## config.mk

```make
export PLATFORM = sky130hd
export DESIGN_NAME = qpu_ifu_prefetch
export DESIGN_NICKNAME = d
export VERILOG_FILES = /design/src/rtl/qpu_ifu_prefetch_pkg.sv /design/src/rtl/qpu_ifu_ibuf.sv /design/src/rtl/qpu_ifu_prefetch.sv
export SDC_FILE = /design/constraint.sdc
export NUM_CORES = 1
export LEC_CHECK = 0
export ABC_AREA = 1
export ABC_CLOCK_PERIOD_IN_PS = 4600
export CAP_MARGIN = 20
export CORE_MARGIN = 2
export CORE_UTILIZATION = 30
export DETAILED_ROUTE_END_ITERATION = 16
export GPL_ROUTABILITY_DRIVEN = 0
export GPL_TIMING_DRIVEN = 1
export SLEW_MARGIN = 40
export SYNTH_ARGS = -nofsm -noshare
export SYNTH_HDL_FRONTEND = slang
export SYNTH_SLANG_ARGS = --single-unit
```

## constraint.sdc

```tcl
create_clock -name clk -period 4.6 [get_ports clk]
set_clock_uncertainty 0.15 [all_clocks]
set_input_delay 0.92 -clock clk [delete_from_list [all_inputs] [get_ports clk]]
set_output_delay 0.92 -clock clk [all_outputs]
set_load 0.01 [all_outputs]
```

## src/rtl/qpu_ifu_prefetch_pkg.sv

```systemverilog
// Shared sizes and helpers for the QPU instruction fetch unit.
package qpu_ifu_prefetch_pkg;

  localparam int QPU_PC_SIZE    = 32;
  localparam int QPU_INSTR_SIZE = 32;
  localparam int QPU_PC_INCR    = 4;

  // Width of a counter that must hold every value 0..max_val.
  function automatic int cnt_w(input int max_val);
    return (max_val < 1) ? 1 : $clog2(max_val + 1);
  endfunction

endpackage

```

## src/rtl/qpu_ifu_ibuf.sv

```systemverilog
// Prefetch buffer: synchronous FIFO with a registered head entry and a
// single-cycle clear.
module qpu_ifu_ibuf
  import qpu_ifu_prefetch_pkg::*;
#(
  parameter int DW    = 64,
  parameter int DEPTH = 4
) (
  input  logic                    clk,
  input  logic                    rst_n,
  input  logic                    push,
  input  logic [DW-1:0]           push_data,
  input  logic                    pop,
  input  logic                    clear,
  output logic [cnt_w(DEPTH)-1:0] count,
  output logic [DW-1:0]           head
);

  localparam int AW = (DEPTH > 1) ? $clog2(DEPTH) : 1;
  localparam int CW = cnt_w(DEPTH);

  logic [DW-1:0] mem [DEPTH];
  logic [AW-1:0] wr_ptr, rd_ptr, rd_ptr_nxt;
  logic [CW-1:0] count_after_pop;
  logic          do_pop;

  function automatic logic [AW-1:0] ptr_inc(input logic [AW-1:0] p);
    return (p == AW'(DEPTH - 1)) ? '0 : p + AW'(1);
  endfunction

  assign do_pop          = pop && (count != '0);
  assign rd_ptr_nxt      = do_pop ? ptr_inc(rd_ptr) : rd_ptr;
  assign count_after_pop = count - CW'(do_pop);

  // NOTE: sequential state uses <= so every register samples pre-edge values.
  always_ff @(posedge clk or negedge rst_n) begin
    if (!rst_n) begin
      wr_ptr <= '0;
      rd_ptr <= '0;
      count  <= '0;
      head   <= '0;
    end else if (clear) begin
      wr_ptr <= '0;
      rd_ptr <= '0;
      count  <= '0;
    end else begin
      assert (!(push && count == CW'(DEPTH)));
      if (push) wr_ptr <= ptr_inc(wr_ptr);
      rd_ptr <= rd_ptr_nxt;
      count  <= count_after_pop + CW'(push);
      // Head bypasses the array when the incoming entry becomes the oldest.
      if (push && count_after_pop == '0) head <= push_data;
      else if (do_pop)                   head <= mem[rd_ptr_nxt];
    end
  end

  // NOTE: storage is not reset; pointers and count alone define valid entries.
  always_ff @(posedge clk) begin
    if (push && !clear) mem[wr_ptr] <= push_data;
  end

endmodule

```

## src/rtl/qpu_ifu_prefetch.sv

```systemverilog
// QPU instruction fetch unit: credit-limited prefetch into a small buffer,
// with reset vector, flush redirect (stale responses dropped) and halt.
module qpu_ifu_prefetch
  import qpu_ifu_prefetch_pkg::*;
#(
  parameter int PC_W       = QPU_PC_SIZE,
  parameter int INSTR_W    = QPU_INSTR_SIZE,
  parameter int PC_INCR    = QPU_PC_INCR,
  parameter int OUTS_MAX   = 2,
  parameter int IBUF_DEPTH = 4
) (
  input  logic               clk,
  input  logic               rst_n,
  input  logic [PC_W-1:0]    pc_rtvec,
  output logic               ifu_req_valid,
  input  logic               ifu_req_ready,
  output logic [PC_W-1:0]    ifu_req_pc,
  output logic               ifu_req_seq,
  input  logic               ifu_rsp_valid,
  output logic               ifu_rsp_ready,
  input  logic [INSTR_W-1:0] ifu_rsp_instr,
  output logic               ifu_o_valid,
  input  logic               ifu_o_ready,
  output logic [INSTR_W-1:0] ifu_o_ir,
  output logic [PC_W-1:0]    ifu_o_pc,
  input  logic               pipe_flush_req,
  input  logic [PC_W-1:0]    pipe_flush_pc,
  output logic               pipe_flush_ack,
  input  logic               ifu_halt_req,
  output logic               ifu_halt_ack,
  output logic [PC_W-1:0]    inspect_pc
);

  localparam int OW = cnt_w(OUTS_MAX);
  localparam int BW = cnt_w(IBUF_DEPTH);
  localparam int SW = cnt_w(OUTS_MAX + IBUF_DEPTH);
  localparam int DW = INSTR_W + PC_W;

  logic            first_r, redir_r, halt_ack_r;
  logic [PC_W-1:0] req_pc_r, rsp_pc_r, req_pc_nxt;
  logic [OW-1:0]   outs_cnt, drop_cnt;
  logic [BW-1:0]   buf_cnt;
  logic [DW-1:0]   buf_head;
  logic [SW-1:0]   credit_sum;
  logic            req_hs, rsp_drop, buf_push, buf_pop;

  assign req_pc_nxt     = first_r ? pc_rtvec : req_pc_r;
  assign ifu_req_pc     = {req_pc_nxt[PC_W-1:1], 1'b0};
  assign ifu_req_seq    = ~first_r & ~redir_r;
  assign inspect_pc     = req_pc_nxt;
  assign ifu_rsp_ready  = 1'b1;
  assign pipe_flush_ack = 1'b1;
  assign ifu_halt_ack   = halt_ack_r;

  // In-flight plus buffered never exceeds the buffer, so responses always fit.
  assign credit_sum    = SW'(outs_cnt) + SW'(buf_cnt);
  assign ifu_req_valid = rst_n & ~pipe_flush_req & ~ifu_halt_req & ~halt_ack_r
                       & (outs_cnt < OW'(OUTS_MAX))
                       & (credit_sum < SW'(IBUF_DEPTH));
  assign req_hs        = ifu_req_valid & ifu_req_ready;

  assign rsp_drop    = pipe_flush_req | (drop_cnt != '0);
  assign buf_push    = ifu_rsp_valid & ~rsp_drop;
  assign ifu_o_valid = (buf_cnt != '0) & ~halt_ack_r;
  assign buf_pop     = ifu_o_valid & ifu_o_ready & ~pipe_flush_req;
  assign {ifu_o_ir, ifu_o_pc} = buf_head;

  qpu_ifu_ibuf #(
    .DW    (DW),
    .DEPTH (IBUF_DEPTH)
  ) u_ibuf (
    .clk       (clk),
    .rst_n     (rst_n),
    .push      (buf_push),
    .push_data ({ifu_rsp_instr, rsp_pc_r}),
    .pop       (buf_pop),
    .clear     (pipe_flush_req),
    .count     (buf_cnt),
    .head      (buf_head)
  );

  always_ff @(posedge clk or negedge rst_n) begin
    if (!rst_n) begin
      first_r    <= 1'b1;
      redir_r    <= 1'b0;
      halt_ack_r <= 1'b0;
      req_pc_r   <= '0;
      rsp_pc_r   <= '0;
      outs_cnt   <= '0;
      drop_cnt   <= '0;
    end else begin
      outs_cnt   <= outs_cnt + OW'(req_hs) - OW'(ifu_rsp_valid);
      halt_ack_r <= ifu_halt_req & (halt_ack_r | (outs_cnt == '0));
      if (pipe_flush_req) begin
        // outs_cnt already covers requests doomed by earlier flushes, so every
        // remaining in-flight response is stale.
        drop_cnt <= outs_cnt - OW'(ifu_rsp_valid);
        req_pc_r <= pipe_flush_pc;
        rsp_pc_r <= pipe_flush_pc;
        redir_r  <= 1'b1;
      end else begin
        if (ifu_rsp_valid && drop_cnt != '0) drop_cnt <= drop_cnt - OW'(1);
        if (buf_push) rsp_pc_r <= rsp_pc_r + PC_W'(PC_INCR);
        if (req_hs) begin
          req_pc_r <= ifu_req_pc + PC_W'(PC_INCR);
          first_r  <= 1'b0;
          redir_r  <= 1'b0;
          // Response PCs start at the (aligned) reset vector.
          if (first_r) rsp_pc_r <= ifu_req_pc;
        end
      end
    end
  end

endmodule
```

==> results_dict.tcl, run 1 <==
set metrics [dict create \
    slew_viol_final 0 \
    drive_gt1_frac 0.06242 \
    startpoint_type "flop" \
    finalInstanceArea_mm2 0.02370 \
    path_max_fanout 39 \
    root_buffer "clkbuf_16" \
    synth_enable_flop_cells 256 \
    syn_inst 2151 \
    reg2reg_slack_ps 1680 \
    cp-endpoint "ifu_req_pc[23]" \
    slowest_stage "dfstp_4" \
    cp_common_cell "nand2_1" \
    placed_cell_area_mm2 0.02222 \
    wirelength_um 57340 \
    design.core.area_mm2 0.06308 \
    synth_top_area_share 0.4016 \
    cp-startpoint "first_r" \
    setup.worst_path.class "flop to output port" \
    hold_buffers 0 \
    num_vias 15490 \
    syn_avg_cell_area_um2 8.899 \
    timing.rr.start "first_r" \
    status "complete, no violations" \
    worstReg2RegEnd "req_pc_r[18]" \
    worstPathCellList "buf_4 -> nand2_1 -> nand2_1 -> clkdlybuf4s50_1" \
    groute.usage.overall 0.1715 \
    critPathMaxStageDelay_ps 910 \
    die_width_um 256.6 \
    cts_tree "built" \
    synth_warnings 0 \
    route.met3.wl_um 4050 \
    route.layer.met1.wl_um 24670 \
    async_flop_share 0.3568 \
    yosys-top-cells-count "nand2_1, nand3_1, edfxtp_1" \
    die_area_mm2 0.06584 \
    ys_types 41 \
    wl_met2_um 27190 \
    ant_nets 0 \
    grt_pass1_wl_um 87980 \
    antennaDiodeCount 0 \
    cts-buffers-inserted 44 \
    fin_nets 2454 \
    p_leak_uw 0.009843 \
    min_period_ps 3686 \
    synth-seq-area-share 0.5873 \
    hpwlAfterDp_um 36990 \
    vias_per_cell 4.813 \
    route.detailed.drc 0 \
    postCtsSetupRepairBufs 0 \
    cts.clk_slew.worst_paths_ps 60 \
    synth-seq-cells 398 \
    layout_setup_ws_ps 914.3 \
    grt_pass1_vias 15220 \
    std_cell_rows 92 \
    num_io_pins 237 \
    clock_path_buffers 3 \
    port_buffers 233 \
    initial_core_util 0.3034 \
    grt-ovfl-total 0 \
    clk_latency_ps 580 \
    n_fill_cell 6320 \
    wl_per_cell_um 17.82 \
    hold-worst-slack_ps 58.38 \
    antenna_found_initial 0 \
    required_ps 3530 \
    fp.dieH_um 256.6 \
    end_kind "output port" \
    finalSetupViolCount 0 \
    grt_max_degree 67 \
    yosys-top-cells-area "edfxtp_1, dfrtp_1, nand2_1" \
    synth_area_mm2 0.01914 \
    reg2reg_depth 11 \
    ys.flop_type "edfxtp_1" \
    maxCapViolCount 0 \
    arrival_ps 2620 \
    maxSlewHeadroom 0.4873 \
    drt_iter0_markers 1309 \
    highest_layer "met4" \
    htree_levels 2 \
    ctsResizeCount 0 \
    yosysMostFrequentCell "nand2_1" \
    clock-sinks 398 \
    yosys.area.top_type "edfxtp_1" \
    rsz0062_at_grt "no" \
    min_path_type "primary input to async pin" \
    place_ws_ps 891.9 \
    p_per_area_mw_per_mm2 517.3 \
    worstMarginPinSlew_ps 767.3 \
    max_freq_mhz 271.3 \
    firstDrtPassIters 5 \
    finalCritPeriodShare 0.8012 \
    ir_worst_vdd_mv 0.2882 \
    area.growth.synth_to_final_pct 23.81 \
    hold_viol 0 \
]
[power breakdown]
| group | total [µW] | leakage, µW | switching, µW | internal (µW) |
|---|---|---|---|---|
| Combinational | 3880 | 0.00506 | 2260 | 1620 |
| Clock | 3600 | 0.000712 | 1490 | 2110 |
| Sequential | 4780 | 0.00407 | 449 | 4330 |
[layer usage]
layer / track usage / up-vias
li1: - / 7344
met1: 0.2275 / 7445
met2: 0.2846 / 604
met3: 0.03213 / 92
met4: 0.05055 / 0
met5: 0 / -
[registers in the layout, indices dropped and copies added, names as in the netlist]
signal	flops
drop_cnt	2
u_ibuf.count	3
u_ibuf.mem	256
u_ibuf.head	64
u_ibuf.rd_ptr	2
redir_r	1
u_ibuf.wr_ptr	2
outs_cnt	2
rsp_pc_r	32
req_pc_r	32
ifu_halt_ack	1
first_r	1
[how the worst min path moves through the flow]
| stage | startpoint | end | slack, ps | cells after the start |
|---|---|---|---|---|
| detailed placement | redir_r | redir_r | 320 | 2 |
| floorplan | redir_r | redir_r | 290 | 2 |
| CTS | rst_n | u_ibuf.head[56] | 40 | 1 |
| global route | rst_n | u_ibuf.head[56] | 50 | 1 |
| finish | rst_n | u_ibuf.head[56] | 60 | 1 |
| global placement | req_pc_r[4] | req_pc_r[4] | 310 | 2 |
[cells in the final DEF (no fill, tap or decap), types with 2 or more instances in the layout]
cell type        Yosys  final
a21oi_1              4      4
and2_1               2      2
buf_12               0     13
buf_4               45     14
bufinv_16            0      4
clkbuf_1            23      9
clkbuf_16            0     45
clkbuf_8             0      5
clkdlybuf4s50_1      0    231
clkinv_1             0      8
clkinv_2             0      6
clkinvlp_4           0      3
conb_1               2      3
dfrtp_1            141    141
edfxtp_1           256    256
ha_1                16     16
inv_1              150    150
inv_2                5      5
nand2_1            866    865
nand2_2             20     20
nand2_4              2      3
nand3_1            326    326
nand3_4              2      2
nand3b_1             2      2
nand4_1             11     11
nor2_1             109    104
nor2_2               7      7
nor2_4               3      8
nor3_1               5      5
o211ai_1             5      5
o21a_1               4      4
o21ai_0             46     46
o21bai_1             2      2
xnor2_1             15     15
xor2_1              16     16
[critical path, delay by kind of cell, from the launching register on]
kind | cells | cell delay [ps]
AND/OR/NAND/NOR | 2 | 290
flip-flops | 1 | 910
buffers and inverters | 2 | 830
[stage by stage]
step	utilization	power [µW]	setup TNS (ps)	instances
floorplan	-	6973	-48170	2152
CTS	0.3756	12390	0	3217
global route	0.3757	12940	0	3217
global placement	0.3522	8690	0	3135
detailed placement	0.3522	8749	0	3135
finish	0.3757	12260	0	3217
[kinds of logic (layout without fill, tap and decap cells)]
logic type / count (synthesis) / after routing / synth area share
simple gates: 1360 / 1360 / 0.2997
flops: 398 / 398 / 0.5873
buf+inv: 280 / 499 / 0.06962
compound gates: 64 / 64 / 0.01830
xor+xnor: 31 / 31 / 0.01418
fa+ha+maj: 16 / 16 / 0.01046
other cells: 2 / 3 / 0.0003924
[final cells by class]
class,instances,area (µm²),area share
Clock inverter,23,249.0,0.01051
Inverter,157,596.8,0.02518
Multi-Input combinational cell,1474,6626,0.2796
Sequential cell,398,11250,0.4745
Timing Repair Buffer,260,2694,0.1137
Tap cell,846,1059,0.04467
Clock buffer,59,1229,0.05185
Note: power is estimated with default switching activity, not from simulation.
==> run 2: changes to the inputs <==
- ABC_CLOCK_PERIOD_IN_PS: 4600 -> 3100
- clock period: 4.6 -> 3.1 ns (I/O delays scaled with it)
==> results_dict.tcl, run 2 (synthesis results as in run 1) <==
set metrics [dict create \
    min_path_type "primary input to async pin" \
    groute.usage.overall 0.1720 \
    hpwlAfterDp_um 37970 \
    hold-worst-slack_ps 25.64 \
    fin_nets 2491 \
    std_cell_rows 92 \
    highest_layer "met4" \
    drive_gt1_frac 0.08427 \
    p_leak_uw 0.01019 \
    port_buffers 233 \
    cts_tree "built" \
    area.growth.synth_to_final_pct 26.87 \
    htree_levels 2 \
    grt_max_degree 110 \
    layout_setup_ws_ps 51.71 \
    p_per_area_mw_per_mm2 771.3 \
    die_width_um 256.6 \
    power_uw 18730 \
    place_ws_ps 54.69 \
    wl_per_cell_um 17.67 \
    grt_pass1_wl_um 88290 \
    maxSlewHeadroom 0.5294 \
    cts.clk_slew.worst_paths_ps 60 \
    root_buffer "clkbuf_16" \
    firstDrtPassIters 5 \
    final_common_cell "nand2_1" \
    maxCapViolCount 0 \
    num_io_pins 237 \
    startpoint_type "flop" \
    ir_worst_vdd_mv 0.3674 \
    die_area_mm2 0.06584 \
    path_max_fanout 8 \
    setup.worst_path.class "flop to output port" \
    max_freq_mhz 328.1 \
    route.layer.met1.wl_um 24720 \
    slew_viol_final 0 \
    fin_tns_setup_ps 0 \
    finalSetupViolCount 0 \
    cts-buffers-inserted 45 \
    finalCritPeriodShare 0.9833 \
    clock_path_buffers 3 \
    antennaDiodeCount 0 \
    route.detailed.drc 0 \
    end_kind "output port" \
    grt_pass1_vias 15300 \
    initial_core_util 0.3034 \
    fp.dieH_um 256.6 \
    top_register "u_ibuf.mem" \
    cp-startpoint "first_r" \
    reg_top3 "u_ibuf.mem (256), u_ibuf.head (64)" \
    largest_reg_flops 256 \
    ant_nets 0 \
    required_ps 2330 \
    vias_per_cell 4.723 \
    arrival_ps 2280 \
    status "complete, no violations" \
    num_vias 15370 \
    drt_iter0_markers 1088 \
    grt-ovfl-total 0 \
    clock-sinks 398 \
    clk_latency_ps 600 \
    min_period_ps 3048 \
    mostFrequentLayoutCells "nand2_1, nand3_1, edfxtp_1" \
    route.met3.wl_um 3912 \
    wirelength_um 57530 \
    wl_met2_um 27410 \
    worstMarginPinSlew_ps 705.8 \
    hold_viol 0 \
    design.core.area_mm2 0.06308 \
    timing.rr.start "outs_cnt[1]" \
    antenna_found_initial 0 \
]
## run 2: changes by cell type in the layout (fill, tap and decap cells not counted), sizes merged
cell / previous run / this run
clkbuf: 59 / 65
clkdlybuf4s50: 231 / 222
dlygate4sd2: 0 / 6
clkinvlp: 3 / 2
clkinv: 16 / 11
inv: 157 / 160
buf: 29 / 64
dlymetal6s2s: 0 / 3
## run 2: worst max-delay path, cell delays in order, from the launching register on
cell             delay, ps
dfstp_2                600
buf_4                  170
nand2_1                150
nand2_2                200
clkdlybuf4s50_1        570
## run 2: per-layer routing
metal  up-vias  track usage
met5         -            0
met4         0      0.05588
met3        80      0.02995
met2       560       0.2888
met1      7323       0.2247
li1       7411            -
## run 2: final cells by class
cell class	instances	area, µm²
well taps	846	1059
inverters	157	599.3
clock buffers	64	1287
fillers	6274	38800
flip-flops and latches	398	11240
multi-input cells	1474	6664
clock inverters	20	287.8
repair buffers	296	3144
## run 2: report_power, final
| part | switching (µW) | internal, µW |
|---|---|---|
| clock | 2300 | 3280 |
| sequential | 579 | 6430 |
| combinational | 3500 | 2640 |
## run 2: metrics by stage
stage	util	instance area, µm²	cells
finish	0.3850	24280	3255
global route	0.3850	24280	3255
CTS	0.3840	24220	3252
detailed placement	0.3585	22620	3168
global placement	0.3585	22620	3168
floorplan	-	19150	2152
## run 2: worst paths after layout
check	end	slack, ps	cells after the start
setup / recovery	ifu_req_pc[7]	50	4
setup reg to reg	req_pc_r[29]	510	12
min in group clk	redir_r	330	2
hold / removal	u_ibuf.head[15]	30	2
hold reg to reg	redir_r	330	2
max in group asynchronous	u_ibuf.head[0]	2200	2
## run 2: repair_timing
item,in CTS,in global routing
pin swaps,2,0
hold buffers,0,0
resized for setup,19,4
endpoints found under the hold margin,0,0
setup endpoints to repair,29,40
buffers inserted,0,2
cloned,0,1
==> run 3: changes to the inputs <==
- CAP_MARGIN: 20 -> default
==> results of run 3 <==
Final layout, timing and power as in run 2 (identical DEF).
